[src/rtl/rgby_pkg.sv]
// rgby_pkg: shared color-nit widths, color encodings and serializer state encoding.
package rgby_pkg;
    localparam int NIT_WIDTH     = 2;
    localparam int WORD_WIDTH    = 12;
    localparam int NITS_PER_WORD = WORD_WIDTH / NIT_WIDTH;

    localparam logic [NIT_WIDTH-1:0] RED    = 2'd0;
    localparam logic [NIT_WIDTH-1:0] GREEN  = 2'd1;
    localparam logic [NIT_WIDTH-1:0] BLUE   = 2'd2;
    localparam logic [NIT_WIDTH-1:0] YELLOW = 2'd3;

    typedef enum logic [2:0] {
        S_IDLE,
        S_ADDR,
        S_LOAD,
        S_SHIFT,
        S_DONE
    } ser_state_e;
endpackage

[src/rtl/ram_color_serializer.sv]
// ram_color_serializer: reads RAM words and streams them out as MSB-first color nits
// over a valid/ready handshake, one word per ADDR/LOAD/SHIFT pass.
module ram_color_serializer #(
    parameter int WORD_WIDTH = rgby_pkg::WORD_WIDTH,
    parameter int NIT_WIDTH  = rgby_pkg::NIT_WIDTH,
    parameter int ADDR_WIDTH = 8
) (
    input  logic                  clk,
    input  logic                  reset,
    input  logic                  start,
    input  logic [ADDR_WIDTH-1:0] startAddress,
    input  logic [ADDR_WIDTH:0]   wordCount,
    output logic [ADDR_WIDTH-1:0] readAddress,
    input  logic [WORD_WIDTH-1:0] readData,
    output logic [NIT_WIDTH-1:0]  color,
    output logic                  colorValid,
    input  logic                  colorReady,
    output logic                  busy,
    output logic                  done
);
    import rgby_pkg::*;

    localparam int NPW = WORD_WIDTH / NIT_WIDTH;
    localparam int NW  = (NPW > 1) ? $clog2(NPW) : 1;
    localparam int CW  = ADDR_WIDTH + 1;

    ser_state_e            state_q, state_d;
    logic [ADDR_WIDTH-1:0] addr_q, addr_d;
    logic [CW-1:0]         rem_q, rem_d;
    logic [WORD_WIDTH-1:0] shift_q, shift_d;
    logic [NW-1:0]         nit_q, nit_d;
    logic                  valid_q, valid_d;
    logic                  busy_q, busy_d;
    logic                  done_q, done_d;
    logic                  hs, last_nit, last_word;

    always_comb begin
        hs        = valid_q && colorReady;
        last_nit  = nit_q == NW'(NPW - 1);
        last_word = rem_q == CW'(1);
        state_d   = state_q;
        addr_d    = addr_q;
        rem_d     = rem_q;
        shift_d   = shift_q;
        nit_d     = nit_q;
        valid_d   = valid_q;
        case (state_q)
            S_IDLE: if (start) begin
                addr_d  = startAddress;
                rem_d   = wordCount;
                state_d = (wordCount == '0) ? S_DONE : S_ADDR;
            end
            S_ADDR: state_d = S_LOAD;
            S_LOAD: begin
                shift_d = readData;
                nit_d   = '0;
                valid_d = 1'b1;
                state_d = S_SHIFT;
            end
            S_SHIFT: if (hs) begin
                shift_d = shift_q << NIT_WIDTH;
                nit_d   = nit_q + NW'(1);
                // the final nit of a word closes it out and either finishes or fetches the next word
                if (last_nit) begin
                    valid_d = 1'b0;
                    rem_d   = rem_q - CW'(1);
                    state_d = last_word ? S_DONE : S_ADDR;
                    addr_d  = last_word ? addr_q : addr_q + ADDR_WIDTH'(1);
                end
            end
            S_DONE: state_d = S_IDLE;
            default: state_d = S_IDLE;
        endcase
        busy_d = (state_d == S_ADDR) || (state_d == S_LOAD) || (state_d == S_SHIFT);
        done_d = state_d == S_DONE;
    end

    always_ff @(posedge clk or posedge reset) begin
        if (reset) begin
            state_q <= S_IDLE;
            addr_q  <= '0;
            rem_q   <= '0;
            shift_q <= '0;
            nit_q   <= '0;
            valid_q <= 1'b0;
            busy_q  <= 1'b0;
            done_q  <= 1'b0;
        end else begin
            state_q <= state_d;
            addr_q  <= addr_d;
            rem_q   <= rem_d;
            shift_q <= shift_d;
            nit_q   <= nit_d;
            valid_q <= valid_d;
            busy_q  <= busy_d;
            done_q  <= done_d;
        end
    end

    assign readAddress = addr_q;
    assign color       = shift_q[WORD_WIDTH-1 -: NIT_WIDTH];
    assign colorValid  = valid_q;
    assign busy        = busy_q;
    assign done        = done_q;
endmodule
[config.mk]
export PLATFORM = sky130hd
export DESIGN_NAME = ram_color_serializer
export DESIGN_NICKNAME = d
export VERILOG_FILES = /design/src/rtl/rgby_pkg.sv /design/src/rtl/ram_color_serializer.sv
export SDC_FILE = /design/constraint.sdc
export NUM_CORES = 1
export LEC_CHECK = 0
export CORE_AREA = 2 2 72 74
export CTS_CLUSTER_DIAMETER = 150
export CTS_CLUSTER_SIZE = 16
export DETAILED_ROUTE_END_ITERATION = 8
export DIE_AREA = 0 0 74 76
export HOLD_SLACK_MARGIN = 0.15
export PLACE_DENSITY = 0.82
export RECOVER_POWER = 50
export SLEW_MARGIN = 20
export SYNTH_ARGS = -nofsm -noshare
export SYNTH_HDL_FRONTEND = slang
export SYNTH_SLANG_ARGS = --single-unit
[constraint.sdc]
create_clock -name clk -period 1.65 [get_ports clk]
set_input_delay 0.2475 -clock clk [delete_from_list [all_inputs] [get_ports clk]]
set_output_delay 0.2475 -clock clk [all_outputs]
set_load 0.01 [all_outputs]
-- Word-level counts from Yosys, hierarchy flattened
Cells that the tools add are included.
- $add $sub $neg: 3
- $mul: 0
- divide/modulo/power cells: 0
- $lt $le $gt $ge: 0
- eq/ne operators: 13
- shifts and indexed selects: 0
- multiplexer cells: 22
- bitwise gates (word level): 0
- reduce and logical (&&, ||, !) cells: 11
- operators with widths (operator ; number):
    $mux 8 ; 4
    $mux 9 ; 3
    $pmux 12 s2 ; 1
    $mux 3 ; 6
    $pmux 9 s2 ; 1
    $pmux 8 s2 ; 1
    $eq 3x2->1 const B ; 4
    $mux 12 ; 1
    $pmux 3 s4 ; 1
    $eq 9x1->1 const B ; 1
    $logic_not 9->1 ; 1
    $sub 9x1->9 const B ; 1
    $add 8x1->8 const B ; 1
    $ne 2x2->1 const B ; 4
    $eq 3x1->1 const B ; 2
    $eq 3x3->1 const B ; 2
    $pmux 3 s2 ; 1
    $reduce_and 5->1 ; 1
    $reduce_and 4->1 ; 1
    $reduce_bool 2->1 ; 2
    $add 3x1->3 const B ; 1
    $logic_not 3->1 ; 1
    $reduce_and 3->1 ; 1
    $logic_or 1x1->1 ; 2
    other kinds (4) ; 5
- register bits after elaboration: 38
- bits in latches: 0
- RAM bits: 0
- bits in read-only memories: 0
- input bits: 33
- output and inout bits: 13
- logic and storage cells: 57
- memories kept: 0

-- Logic depth before layout (Yosys ltp)
Gate-level depths: netlist (run 1).
- depth after elaboration: 8
- mapped depth: 7
- mapped depth without buffers: 6

-- Worst setup path before layout (run 1)
No wires, ideal clock.
- path kind: register to register
- from: register rem_q[0]
- to: register rem_q[6]
- library setup time: 0.133 ns
- data arrival time: 1.492 ns
- required time: 1.517 ns
- slack: 0.025 ns
- stages on the path, launching flop included: 7
- buffers on the path: 0
- period minus slack after synthesis: 1.625 ns
- cells stage by stage: dfrtp_1 inv_1 ha_1 or3b_1 o31a_1 o21ai_1 o21ai_0
- word-level cells in the longest chain between the ends: 4
- RTL lines (what ; line ; RTL):
    from (decl) ; ram_color_serializer.sv:29 ; logic [CW-1:0] rem_q, rem_d;
    from (signal assigned) ; ram_color_serializer.sv:91 ; rem_q <= rem_d;
    $sub 9x1->9 ; ram_color_serializer.sv:66 ; rem_d = rem_q - CW'(1);
    $mux 9 ; ram_color_serializer.sv:64 ; if (last_nit) begin
    $mux 9 ; ram_color_serializer.sv:60 ; S_SHIFT: if (hs) begin
    $pmux 9 s2 ; ram_color_serializer.sv:47 ; case (state_q)
Every way passes these cells. The select of a mux whose other input is x is not followed.
A chain may end at the register's enable or synchronous reset.

-- Worst setup path in the final report (run 1)
- from: register rem_q[1]
- to: register busy_q (netlist: busy)
- word-level cells in the longest chain between the ends: 8
- elaborated cells on any way between the ends: 10
- classes of those cells: 4 x eq/ne; 4 x mux; 2 x reduce/logical
- RTL lines (what ; line ; RTL):
    $eq 9x1->1 * ; ram_color_serializer.sv:40 ; last_word = rem_q == CW'(1);
    $mux 3 * ; ram_color_serializer.sv:67 ; state_d = last_word ? S_DONE : S_ADDR;
    $mux 3 * ; ram_color_serializer.sv:64 ;
    $mux 3 * ; ram_color_serializer.sv:60 ;
    $pmux 3 s4 * ; ram_color_serializer.sv:47 ;
    via state_d[0] ; ram_color_serializer.sv:27 ; ser_state_e state_q, state_d;
    $eq 3x1->1 or $eq 3x2->1 (tied branches) ; ram_color_serializer.sv:74 ; busy_d = (state_d == S_ADDR) || (state_d == S_LOAD) || (state_d == S_SHIFT);
    $logic_or 1x1->1 ; ram_color_serializer.sv:74 ;
    $logic_or 1x1->1 * ; ram_color_serializer.sv:74 ;
    via busy_d ; ram_color_serializer.sv:33 ; logic busy_q, busy_d;
    to (signal assigned) ; ram_color_serializer.sv:95 ; busy_q <= busy_d;
    to (decl) ; ram_color_serializer.sv:33 ;
Mark *: on every way through the listed nets, which the timed path passes. The rest lies on a longest branch.

==> impl_metrics.ini, run 1 <==
[run_status]
outcome = finished with violations
violations = negative setup slack

[detailed_routing]
drt-pass1-iter-count = 4
route.detailed.wl_per_inst_um = 15.2
wl_um = 5720
antenna_left = 0
vias = 2088
via_per_inst = 5.55
drtIter0Drc = 252
drc = 0

[synth]
syn_area_um2 = 2180
synth-seq-cells = 38
async_flop_share_pct = 100
synth_edf_count = 0
syn_area_per_cell_um2 = 9.89
synth_cells = 221
synth_cell_type_count = 52
synthFlopType = dfrtp_1
syn-num-nets = 259
ys_seq_area_share_pct = 43.5
synth_warnings = 0

[clocking]
clk_path_buf_depth = 2
path_clk_slew_ps = 80
cts.sinks = 38
cts_htree_levels = 2
clk_latency_ps = 290
clock-root-buffer = clkbuf_8
hold_buffers = 0
cts_made_buffers = 5
cts_tree = yes

[min_path]
hold_path_class = reg -> reg
worstHoldStart = shift_q[10]

[cells_and_area]
antenna_cells = 0
area_delta_synth_final_pct = 49.7
fill_cells = 376
drive_above_1_share_pct = 30.4
nets = 343
fin_util_pct = 66.6
final_cells = 376

[power]
peakVddDrop_v = 0.000763
power_density_nw_per_um2 = 1570
total_leakage_power_nw = 1.41

[worst_setup_path]
crit_fanout = 3
crit_path_cell_trace = inv_2, ha_4, nor4b_4, buf_4, buf_6, a41oi_2, a21o_1, or2_1
max_stage_delay_ps = 410
worstPathRequired_ps = 1830
r2r_end = busy
setup.worst_path.end = busy
cpMaxStageDelayCell = dfrtp_1
critPathLaunchType = flop
end_kind = flop
r2r_cells = 8
timing.rr.start = rem_q[1]
arrival_ps = 1890
crit_type = reg -> reg
crit_start = rem_q[1]
r2r_slack_ps = -60

[sta]
period_needed_ps = 1710
tightestPinTransition_ps = 924
post-route-period-util_pct = 104
hold_violations = 0
skew_ps = 6.77
rsz0062_at_grt = true
relSlewSlack_pct = 38.4
timing.final.ws_setup_ps = -58.6
max_freq_ghz = 0.585
setup_viol = 11
finalMaxSlewViolations = 0
whs_ps = 487

[die]
die_y_um = 76
core_um2 = 4910
ios = 46
die_area_um2 = 5620
rows = 26
fp.dieW_um = 74
start_util_pct = 44.5

[placement]
gp_congestion = 0.822
dp_slack_ps = -187
dp.cells = 364
hpwl_um = 3950
io_buffers = 45

[grt]
grt_pass1_wl_um = 9210
grt_max_degree = 39
globalRouteTotalUtil_pct = 20.7
gr-total-overflow = 0
antenna_found_initial = 0
grt_pass1_vias = 1982

[run]
maxCapViolCount = 0
critical path: cells and delay by family, from the launching register on:
family,cells,cell delay (ps)
flops,1,410
fa+ha+maj,1,130
simple gates,2,380
compound gates,2,290
buf+inv,3,380
through the flow:
step / TNS (ps) / area, µm² / power [mW]
finish: -350 / 3270 / 5.14
global route: -1090 / 3270 / 5.51
CTS: -264 / 3200 / 5.00
detailed placement: -1940 / 3000 / 4.03
global placement: -1270 / 3000 / 3.93
floorplan: 0 / 2180 / 2.96
synth_stat cells, types with 2 or more instances:
cell	number	area share (%)
a22o_1	4	1.6
inv_1	8	1.4
and4_1	2	0.80
a21oi_2	7	2.8
o21ai_1	19	4.4
o2bb2ai_1	2	0.80
buf_4	6	2.1
a21oi_1	3	0.69
mux2i_1	10	4.6
nor3_1	7	1.6
buf_2	5	1.1
nor2_1	10	1.7
clkbuf_1	2	0.34
nand3_1	5	1.1
a31oi_1	3	0.86
dfrtp_1	38	44
nand4_1	3	0.86
o21ai_0	11	2.5
o22ai_1	5	1.4
a22oi_1	7	2.4
a211oi_1	2	0.69
o2bb2a_1	2	0.92
nand2_1	22	3.8
ha_1	5	2.9
o211ai_2	2	1.1
a21o_1	3	1.0
nor4_1	2	0.57
or4_1	2	0.69
metal layers:
metal	global-route usage, %	share of wire, %	vias up	wire length, µm
met5	0	0	-	0
met4	4.36	1.3	0	73
met3	4.10	5.4	9	311
met2	35.7	53	75	3010
met1	26.6	41	1008	2320
li1	-	-	996	-
layout by cell type, fill, tap and decap left out, types with 3 or more instances in the layout:
cell	synthesis	routed
a21o_1	3	3
a21oi_2	7	8
a22o_1	4	4
a22oi_1	7	4
a22oi_2	0	3
a31oi_1	3	3
buf_12	0	3
buf_4	6	36
buf_6	1	5
clkbuf_8	0	5
clkdlybuf4s50_1	0	44
dfrtp_1	38	37
ha_1	5	3
inv_1	8	6
mux2i_1	10	10
nand2_1	22	22
nand3_1	5	5
nand4_1	3	3
nor2_1	10	10
nor3_1	7	6
o21ai_0	11	6
o21ai_1	19	22
o22ai_1	5	5
sequential cells by signal, indices dropped and copies added (netlist names):
signal and flops:
readAddress 8, done 1, rem_q 9, state_q 3
shift_q 12, busy 1, colorValid 1, nit_q 3
area by class of cell:
| type | instances | area (µm²) | area share [%] |
|---|---|---|---|
| clock buffers | 5 | 68.8 | 2.10 |
| well taps | 70 | 87.6 | 2.68 |
| clock inverters | 3 | 40.0 | 1.22 |
| repair buffers | 91 | 867 | 26.5 |
| flip-flops and latches | 38 | 952 | 29.1 |
| multi-input cells | 161 | 1220 | 37.4 |
| inverters | 8 | 30.0 | 0.918 |
how the worst min path moves through the flow:
stage	end	slack, ps	cells after the start
4_1_cts	shift_q[6]	310	3
2_1_floorplan	shift_q[0]	380	1
6_report	shift_q[10]	490	2
3_3_place_gp	shift_q[8]	470	2
5_1_grt	shift_q[4]	530	2
3_5_place_dp	shift_q[10]	470	2
repair_timing:
action,CTS,global route
pin swaps,4,5
setup buffers,0,3
setup endpoints to repair,13,26
gates cloned,0,1
gates resized for setup,20,15
logic make-up (layout without fill, tap and decap cells):
group           count (synthesis)  after routing  synth area share [%]
flops                          38             38                  43.5
compound gates                 80             80                  25.7
fa+ha+maj                       5              5                  2.86
mux                            10             10                  4.58
buf+inv                        22            107                  5.44
xor+xnor                        1              1                 0.401
simple gates                   65             65                  17.5
where the power goes:
group          internal, mW  total [mW]  switching, mW
clock network         0.445       0.782          0.337
registers              1.27        1.64          0.365
logic                  1.44        2.72           1.29
No activity file was read; power rests on OpenSTA's default activity.
==> inputs of run 2 (changes only) <==
- SLEW_MARGIN: 20 -> not set
==> results of run 2 <==
Final layout, timing and power as in run 1 (identical DEF).
